[src/rtl/boot_sequencer.sv]
// Power-up / reload sequencer for the RV32 core: receives a length-prefixed byte
// image, packs it into little-endian words, writes instruction memory, then releases the core.
module boot_sequencer #(
    parameter int IMEM_AW = 8
) (
    input  logic               clk,
    input  logic               rset,
    input  logic               rx_valid,
    input  logic [7:0]         rx_data,
    output logic               rx_ready,
    input  logic               start,
    output logic               imem_we,
    output logic [IMEM_AW-1:0] imem_addr,
    output logic [31:0]        imem_wdata,
    output logic               core_rset,
    output logic               busy,
    output logic               done,
    output logic               err
);

    typedef enum logic [2:0] {HDR, LOAD, FLUSH, RUN, ERR} state_t;

    localparam logic [31:0] MAX_LEN = 32'd1 << IMEM_AW;

    state_t             state;
    logic [1:0]         byte_cnt;
    logic [IMEM_AW:0]   word_cnt;
    logic [31:0]        len;
    logic [23:0]        shift;
    logic [31:0]        word_p0;
    logic               vld_p0;
    logic               rx_fire;
    logic               last_word;
    logic [31:0]        len_next;

    function automatic logic len_ok(input logic [31:0] l);
        return (l != 32'd0) && (l <= MAX_LEN);
    endfunction

    assign rx_ready  = (state == HDR) || (state == LOAD);
    assign core_rset = (state != RUN);
    assign busy      = (state == HDR) || (state == LOAD) || (state == FLUSH);
    assign done      = (state == RUN);
    assign err       = (state == ERR);

    assign rx_fire   = rx_valid && rx_ready;
    assign len_next  = {rx_data, len[31:8]};
    assign last_word = ({{(31-IMEM_AW){1'b0}}, word_cnt} == (len - 32'd1));

    // Stage p0: byte assembly; the word register is pure datapath and carries no reset
    always_ff @(posedge clk) begin
        if (rx_fire && (state == LOAD)) begin
            shift <= {rx_data, shift[23:8]};
            if (byte_cnt == 2'd3) begin
                word_p0 <= {rx_data, shift};
            end
        end
    end

    // Stage p1: memory write one edge after the 4th byte, plus sequencing control
    always_ff @(posedge clk or posedge rset) begin
        if (rset) begin
            state      <= HDR;
            byte_cnt   <= '0;
            word_cnt   <= '0;
            len        <= '0;
            vld_p0     <= 1'b0;
            imem_we    <= 1'b0;
            imem_addr  <= '0;
            imem_wdata <= '0;
        end else begin
            imem_we <= 1'b0;
            vld_p0  <= 1'b0;
            if (vld_p0) begin
                imem_we    <= 1'b1;
                imem_addr  <= word_cnt[IMEM_AW-1:0];
                imem_wdata <= word_p0;
                word_cnt   <= word_cnt + 1'b1;
            end
            case (state)
                HDR: begin
                    if (rx_fire) begin
                        len      <= len_next;
                        byte_cnt <= byte_cnt + 1'b1;
                        if (byte_cnt == 2'd3) begin
                            state <= len_ok(len_next) ? LOAD : ERR;
                        end
                    end
                end
                LOAD: begin
                    if (rx_fire) begin
                        byte_cnt <= byte_cnt + 1'b1;
                        if (byte_cnt == 2'd3) begin
                            vld_p0 <= 1'b1;
                            if (last_word) begin
                                state <= FLUSH;
                            end
                        end
                    end
                end
                // Hold the core in reset until the final word has left the write stage
                FLUSH: begin
                    if (!vld_p0) begin
                        state <= RUN;
                    end
                end
                RUN, ERR: begin
                    if (start) begin
                        state    <= HDR;
                        byte_cnt <= '0;
                        word_cnt <= '0;
                        len      <= '0;
                    end
                end
                default: state <= HDR;
            endcase
        end
    end

endmodule
[config.mk]
export PLATFORM = sky130hd
export DESIGN_NAME = boot_sequencer
export DESIGN_NICKNAME = d
export VERILOG_FILES = /design/src/rtl/boot_sequencer.sv
export SDC_FILE = /design/constraint.sdc
export NUM_CORES = 1
export LEC_CHECK = 0
export ABC_CLOCK_PERIOD_IN_PS = 6800
export CELL_PAD_IN_SITES_DETAIL_PLACEMENT = 1
export CELL_PAD_IN_SITES_GLOBAL_PLACEMENT = 2
export CORE_MARGIN = 2
export CORE_UTILIZATION = 25
export CTS_CLUSTER_SIZE = 10
export DETAILED_ROUTE_END_ITERATION = 6
export GPL_ROUTABILITY_DRIVEN = 0
export PLACE_DENSITY = 0.51
export SYNTH_ARGS = -nofsm -noshare
export SYNTH_HDL_FRONTEND = slang
export SYNTH_SLANG_ARGS = --single-unit
[constraint.sdc]
create_clock -name clk -period 6.8 [get_ports clk]
set_input_delay 2.04 -clock clk [delete_from_list [all_inputs] [get_ports clk]]
set_output_delay 2.04 -clock clk [all_outputs]
set_load 0.01 [all_outputs]
== Word-level counts from Yosys, hierarchy flattened ==
Index checks and enable logic that the tools add are counted.

* Register bits: 144
* Input bits: 12
* Output and inout port bits: 46
* Logic and storage cells: 66

* Add/sub/neg operators: 3
* Order comparisons: 1
* Eq/ne operators: 15
* Mux-type cells: 22
* Reduce and logical (&&, ||, !) cells: 15

{| class="wikitable"
|+ Operators with widths
! operator !! number
|-
| $mux W32 || 2
|-
| $pmux W32 S2 || 1
|-
| $eq A9 B32 Y1 || 1
|-
| $le A32 B9 Y1 const B || 1
|-
| $reduce_bool A32 Y1 || 1
|-
| $sub A32 B1 Y32 const B || 1
|-
| $mux W9 || 3
|-
| $mux W3 || 8
|-
| $pmux W3 S4 || 1
|-
| $ne A2 B2 Y1 const B || 5
|-
| $add A9 B1 Y9 const B || 1
|-
| $reduce_and A7 Y1 || 1
|-
| $eq A3 B2 Y1 const B || 2
|-
| $ne A2 B1 Y1 const B || 3
|-
| $reduce_and A3 Y1 || 2
|-
| $mux W1 || 4
|-
| $mux W2 || 2
|-
| $pmux W2 S2 || 1
|-
| $reduce_bool A2 Y1 || 2
|-
| $reduce_or A2 Y1 || 2
|-
| $eq A3 B1 Y1 const B || 1
|-
| $eq A3 B3 Y1 const B || 1
|-
| $logic_and A1 B1 Y1 || 3
|-
| $logic_not A3 Y1 || 1
|-
| 5 further kinds || 6
|}

== Logic depth before layout (Yosys ltp) ==
Gate-level depths: netlist of the first run.

* Depth after elaboration: 6
* Depth in mapped cells: 10

== Worst setup path before layout of the first run ==
No wires, ideal clock.

* Path type: in2reg
* Start: input port rx_valid
* End: register word_p0[0], enable pin
* Arrival time: 3.639 ns
* Setup slack: 2.769 ns
* Cell stages on the path: 2
* Buffers on the path: 0
* Cells stage by stage: and3_1 -> and2_1

* Longest elaborated chain between the ends: 3

{| class="wikitable"
|+ RTL lines
! item !! RTL line !! source
|-
| start, declared || 8 || <nowiki>input logic rx_valid,</nowiki>
|-
| $logic_and A1 B1 Y1 || 46 || <nowiki>assign rx_fire = rx_valid && rx_ready;</nowiki>
|-
| $logic_and A1 B1 Y1 || 52 || <nowiki>if (rx_fire && (state == LOAD)) begin</nowiki>
|-
| $reduce_and A2 Y1 (no line) || -- ||
|-
| end signal, assigned || 55 || <nowiki>word_p0 <= {rx_data, shift};</nowiki>
|-
| end, declared || 30 || <nowiki>logic [31:0] word_p0;</nowiki>
|}

No other way between the ends.
A chain may end at the register's enable or synchronous reset.

== Final worst setup path of the first run ==
* Start: input port rx_valid
* End: register state[0]

* Longest elaborated chain between the ends: 3
* Elaborated cells on any way between the ends: 4
* Those cells by class: eq/ne: 2; reduce/logical: 2

{| class="wikitable"
|+ RTL lines
! item !! RTL line !! source
|-
| $logic_and A1 B1 Y1 (*) || 46 ||
|-
| $ne A2 B2 Y1 (no line) || -- ||
|-
| $reduce_and A7 Y1 (no line) (*) || -- ||
|-
| end signal, assigned || 86 || <nowiki>state <= len_ok(len_next) ? LOAD : ERR;</nowiki>
|-
| end, declared || 25 || <nowiki>state_t state;</nowiki>
|}

Every way passes the cells marked *; elsewhere a longest branch is shown, timed or not.

==> results by group, run 1 <==
Setup path
  – Critical Path, Cell by Cell: clkdlybuf4s50_1 > or4b_2 > nor3_1 > and3_1 > nand4_1 > a2111oi_2 > and4_1 > nor2_1
  – CP max FO: 6
  – Kind of critical path: input port to flip-flop
  – Reg2Reg Setup Slack: 4.26 ns
  – Worst EP arrival: between 4 and 5 ns
  – Startpoint Class: input port
  – Crit-path max cell delay: 0.61 ns
  – Slowest cell on the critical path: or4b_2
  – R2R Path Start: len[9]
  – Setup crit end: state[0]
  – Worst setup startpoint: rx_valid
  – CP Data Required Time: just over 7 ns
  – Reg-to-reg critical path endpoint: state[0]
  – CP Capture Type: flip-flop
  – Register-to-Register Path Depth: 7

Detailed routing
  – DRC: 0
  – Via count: 3,698
  – DR iter-0 viols: roughly 160
  – Vias per std cell: 4.32
  – Final WL: about 14 mm
  – Drt first pass iters: 4
  – WL/cell: ~16 um
  – Post-route ant nets: 0

Synth
  – Area share of the largest cell type after synthesis: 0.374
  – Yosys cell types: ~50
  – Sequential share of the synthesized area: 0.659
  – Syn nets: 479
  – Area leader, netlist: dfrtp_1
  – Post-synth EDFFs: 56
  – Synthesized instance count: 464
  – #FFs+latches synth: 144
  – Ys async rst share: 0.611
  – Ys Warns: 0
  – Main synth FF type: dfrtp_1
  – Top cells by area, synth: dfrtp_1 37%, edfxtp_1 29%, mux2_2 8.0%, nand2_1 4.9%, o21ai_0 3.1%
  – Avg Cell Area, Syn: 12.7 um2
  – Synth Cell Area: 5890 um2

Power and ir drop
  – Cell Pwr Density: 381 nW/um2
  – Power, Total: 2810 uW
  – Max IR drop VDD: 0.169 mV
  – Leakage power: 0.00293 uW

Floorplan
  – Core area: ~23,000 um2
  – Row count: 56
  – Die W: about 160 um
  – Die H: between 150 and 200 um
  – Top Ports: 58
  – Die area: 24,800 um2
  – Effective utilization at floorplan: 0.253

Timing
  – Tcrit/Tclk final: 0.595
  – Endpoints failing hold: 0
  – Fin crit period: 4.05 ns
  – Slew of the pin with the lowest slew margin: 0.948 ns
  – Slew margin rel.: 0.366
  – Fmax: 0.247 GHz
  – Total Neg Setup Slack: 0 ns
  – Unrepaired setup endpoints after global routing: no
  – Skew final: 0.00801 ns
  – Fin. max-slew vios: 0
  – Final setup fails: 0

Clock tree
  – CTS H-tree lvls: 4
  – CTS tree: built
  – Clock Latency Late Sink: between 0.4 and 0.5 ns
  – Reg clk slew, reported paths: 0.07 ns
  – Postcts setup bufs: 0
  – Post-CTS sizing: 0
  – Max Buffers Root-to-Sink: 2
  – CTS buffer count: 17
  – Sink Count: 144
  – CTS Hold Bufs: 0
  – CTS root buffer: clkbuf_16

Placement
  – Post-DP HPWL: about 9.4 mm
  – Port Buffers: 57
  – Placed Cells incl. Taps: 824

GRT
  – Total global routing overflow: 0
  – Number of global-route vias before repair: 3,995
  – First-pass GRT wire length: about 23 mm
  – GRT Util Overall: 0.123
  – Initial antenna violation count: 0
  – Largest net degree at the start of global routing: 65

Finish
  – Syn-to-layout area delta: 25.2%
  – Non-filler cells, final: 856
  – Share of cells above drive strength 1: 0.171
  – FILL cells: 2,537
  – Antenna Cells: 0
  – # nets final: 539

Hold path
  – Worst hold-check path type: flip-flop to flip-flop

Flow run
  – Max-cap viol count: 0

Status
  – Status: complete, no violations
==> worst min-delay path by stage <==
stage	startpoint	to	slack, ns	cells after the start
detailed placement	shift[3]	word_p0[3]	0.41	0
global placement	shift[7]	word_p0[7]	0.40	0
floorplan	vld_p0	imem_we	0.37	0
global route	shift[2]	word_p0[2]	0.43	0
finish	shift[2]	word_p0[2]	0.42	0
CTS	shift[3]	word_p0[3]	0.42	0
==> metrics by stage <==
step                      hold slack, ns  setup WS, ns   util  cell area, um2
after floorplan                    0.372          2.48      -            5890
after global placement             0.403          2.39  0.292            6810
after detailed placement           0.406          2.31  0.292            6810
after CTS                          0.421          2.72  0.316            7380
after global routing               0.428          2.64  0.316            7380
final                              0.423          2.75  0.316            7380
==> cell usage after synthesis (2+ instances only) <==
library cell  count
dfrtp_1          88
nand2_1          77
edfxtp_1         56
mux2_2           42
o21ai_0          36
nor2_1           28
clkbuf_1         15
xnor2_1          14
nor3_1           10
xor2_1            9
inv_1             7
nand3b_1          7
nand3_1           6
nand4_1           6
a21oi_1           5
and2_1            4
and3_1            4
buf_1             4
o22ai_1           4
ha_1              3
nor4_1            3
o211ai_1          3
a32oi_1           2
and4_1            2
clkbuf_8          2
or4_1             2
==> layer usage <==
metal,track usage,part of all wire,vias up
li1,-,-,1770
met1,0.167,0.50,1864
met2,0.188,0.46,54
met3,0.0341,0.033,10
met4,0.0420,0.011,0
met5,0,0,-
==> report_power, final <==
group | total (uW) | switching, uW | internal, uW
registers | 1130 | 140 | 992
logic | 788 | 466 | 322
clock network | 891 | 406 | 484
==> layout by cell type (no fill, tap or decap), types with 7 or more instances in the layout <==
master / n
xor2_1: 9
edfxtp_1: 56
mux2_2: 42
nand3b_1: 7
o21ai_0: 36
xnor2_1: 14
nor2_1: 27
nand2_1: 77
clkbuf_16: 17
dfrtp_1: 87
clkdlybuf4s50_1: 57
nor3_1: 10
==> sequential cells by signal, summed over array words and instances, names as in the netlist <==
name,flops
imem_we,1
byte_cnt,2
vld_p0,1
shift,24
word_cnt,9
imem_addr,8
state,3
word_p0,32
len,32
imem_wdata,32
==> logic make-up after synthesis <==
kind of cell	synth area share
multiplexers	0.0820
AO/OA/AOI/OAI	0.0656
XOR/XNOR	0.0342
AND/OR/NAND/NOR	0.131
buffers and inverters	0.0221
adder cells (fa/ha/maj)	0.00637
flip-flops	0.659
==> final cells by class <==
cell class	count	area [um2]	area share
Tap cell	319	399	0.0541
Timing Repair Buffer	63	616	0.0834
Multi-Input combinational cell	291	1890	0.256
Clock inverter	15	141	0.0192
Sequential cell	144	3880	0.526
Clock buffer	17	425	0.0576
Inverter	7	27.5	0.00373
==> worst max-delay path: cells and delay by family <==
kind | cells | cell delay (ns)
simple gates | 6 | 1.33
buf+inv | 1 | 0.58
compound gates | 1 | 0.41
(Power assumes the default switching activity.)
==> inputs of run 2 (changes only) <==
Settings changed: ABC_CLOCK_PERIOD_IN_PS 6800 to 3630, PLACE_DENSITY 0.51 to 0.53.
Clock period 6.8 ns to 3.63 ns, I/O delays scaled along.
==> run 2 against run 1 <==
Compared with the run above:
- routed wire length is 0.70% higher
- clock-buffer cell count unchanged
- highest routed layer unchanged
- sequential power is 88% higher
- sequential share of layout area decreased by 0.21 points
- worst hold slack got worse by 0.0021 ns
- global-route usage increased by 0.11 points
- flip-flop and latch count stayed put
- via count up 2.2%
- power grew 89%
- clock skew is 0.0017 ns higher
==> results by group, run 2 (same netlist as run 1, synthesis figures left out) <==
GRT
  – GRT Util Overall: 0.124 (+0.00106)
  – Total global routing overflow: 0 (unchanged)
  – First-pass GRT wire length: 23.1 mm (+0.36%)
  – Largest net degree at the start of global routing: 65 (unchanged)
  – Initial antenna violation count: 0 (unchanged)
  – Number of global-route vias before repair: 4,073 (+2.0%)

Finish
  – Antenna Cells: 0 (unchanged)
  – Final Core Density: 0.318 (+0.00129)
  – FILL cells: 2,536 (-0.039%)
  – Most common cell after layout, fill and taps aside: dfrtp_1
  – Most frequent cells in the layout: 87 x dfrtp_1, 77 x nand2_1, 57 x clkdlybuf4s50_1, 56 x edfxtp_1, 42 x mux2_2
  – Top flop regs: imem_wdata x32, len x32, word_p0 x32
  – Syn-to-layout area delta: 25.8%
  – # nets final: 542 (+0.56%)
  – Share of cells above drive strength 1: 0.174 (+0.00307)

Timing
  – Skew final: 0.00973 ns (+0.00173 ns)
  – Tcrit/Tclk final: 0.856
  – Endpoints failing hold: 0 (unchanged)
  – Final setup fails: 0 (unchanged)
  – Final Hold Slack: 0.421 ns (-0.00210 ns)
  – Fmax: around 0.32 GHz
  – Fin. max-slew vios: 0 (unchanged)
  – Slew margin rel.: 0.549 (+0.182)
  – Slew of the pin with the lowest slew margin: 0.677 ns (-0.272 ns)
  – Total Neg Setup Slack: 0 ns (unchanged)
  – Unrepaired setup endpoints after global routing: no
  – Fin crit period: about 3.1 ns

Setup path
  – CP Capture Type: flip-flop
  – Slowest cell on the critical path: or4b_2
  – Kind of critical path: input port to flip-flop
  – Startpoint Class: input port
  – Critical Path, Cell by Cell: clkdlybuf4s50_1 > or4b_2 > nor3_1 > and3_1 > nand4_1 > a2111oi_2 > and4_1 > nor2_1
  – Crit-path max cell delay: 0.61 ns (about the same)
  – Reg-to-reg critical path endpoint: state[0]
  – Reg2Reg Setup Slack: 1.00 ns (-3.26 ns)
  – Worst EP arrival: 3.42 ns (-0.93 ns)
  – CP Data Required Time: 3.94 ns (-3.17 ns)
  – CP max FO: 6 (unchanged)
  – Register-to-Register Path Depth: 9 (+2)
  – R2R Path Start: len[0]

Hold path
  – Hold path depth: 0 (unchanged)
  – Worst hold-check path type: flip-flop to flip-flop
  – Endpoint, Worst Hold: word_p0[5]
  – Hold Startpoint: shift[5]

Detailed routing
  – Post-route ant nets: 0 (unchanged)
  – Drt first pass iters: 4 (unchanged)
  – DRC: 0 (unchanged)
  – WL/cell: 16.3 um (+0.46%)
  – Vias per std cell: 4.40 (+1.9%)
  – Via count: 3,778 (+2.2%)
  – Final WL: 14.0 mm (+0.70%)
  – DR iter-0 viols: 155 (-2.5%)

Clock tree
  – Clock Latency Late Sink: 0.42 ns (about the same)
  – Post-CTS sizing: 0 (unchanged)
  – CTS root buffer: clkbuf_16
  – CTS buffer count: 17 (unchanged)
  – Max Buffers Root-to-Sink: 2 (unchanged)
  – Sink Count: 144 (unchanged)
  – CTS H-tree lvls: 4 (unchanged)
  – CTS Hold Bufs: 0 (unchanged)
  – CTS tree: built
  – Postcts setup bufs: 0 (unchanged)
  – Reg clk slew, reported paths: 0.07 ns (about the same)

Power and ir drop
  – Max IR drop VDD: 0.277 mV (+63%)
  – Power, Total: 5300 uW (+89%)
  – Cell Pwr Density: 715 nW/um2 (+88%)
  – Leakage power: 0.00294 uW (+0.51%)

Floorplan
  – Effective utilization at floorplan: 0.253 (unchanged)
  – Die W: 158 um (unchanged)
  – Die area: 24,800 um2 (unchanged)
  – Top Ports: 58 (unchanged)
  – Row count: 56 (unchanged)
  – Die H: 158 um (unchanged)
  – Core area: 23,300 um2 (unchanged)

Flow run
  – Max-cap viol count: 0 (unchanged)

Placement
  – Post-DP HPWL: 9.34 mm (-0.38%)
  – Port Buffers: 57 (unchanged)

Status
  – Status: complete, no violations
## run 2: cell types whose count changed in the layout (fill, tap and decap cells not counted)
cell | previous run | this run
buf_12 | 0 | 2
inv_8 | 4 | 2
clkinv_2 | 2 | 3
buf_4 | 6 | 7
## run 2: how the worst max path moves through the flow
stage,startpoint,endpoint,cells after the start
2_1_floorplan,rset,byte_cnt[0],1
3_3_place_gp,rx_valid,state[0],8
3_5_place_dp,rx_valid,state[0],8
4_1_cts,state[2],err,3
5_1_grt,rx_valid,state[0],8
6_report,rx_valid,state[0],8
## run 2: area by class of cell
type,count,area [um2],share of cell area
repair buffers,66,663,0.0895
well taps,319,399,0.0539
inverters,7,27.5,0.00371
clock inverters,14,124,0.0167
flip-flops and latches,144,3880,0.524
multi-input cells,291,1890,0.254
clock buffers,17,425,0.0574
## run 2: metal layers
| layer | global-route usage | up-vias | part of all wire |
|---|---|---|---|
| met5 | 0 | - | 0 |
| met4 | 0.0502 | 0 | 0.015 |
| met3 | 0.0308 | 14 | 0.029 |
| met2 | 0.189 | 54 | 0.46 |
| met1 | 0.168 | 1934 | 0.49 |
| li1 | - | 1776 | - |
## run 2: where the power goes
part | switching (uW) | leakage [uW] | internal, uW
clock | 746 | 0.000264 | 893
combinational | 902 | 0.000973 | 644
sequential | 258 | 0.00171 | 1860
total | 1910 | 0.00294 | 3400
## run 2: critical path: cells and delay by family
| family | cells | cell delay [ns] |
|---|---|---|
| compound gates | 1 | 0.43 |
| buf+inv | 1 | 0.59 |
| simple gates | 6 | 1.31 |
## run 2: stage by stage
stage                     instances  setup slack (ns)  cell area (um2)
after global routing            858             0.314             7410
after CTS                       858             0.512             7410
after detailed placement        827            0.0822             6860
after global placement          827             0.186             6860
after floorplan                 464             0.262             5890
final                           858             0.521             7410
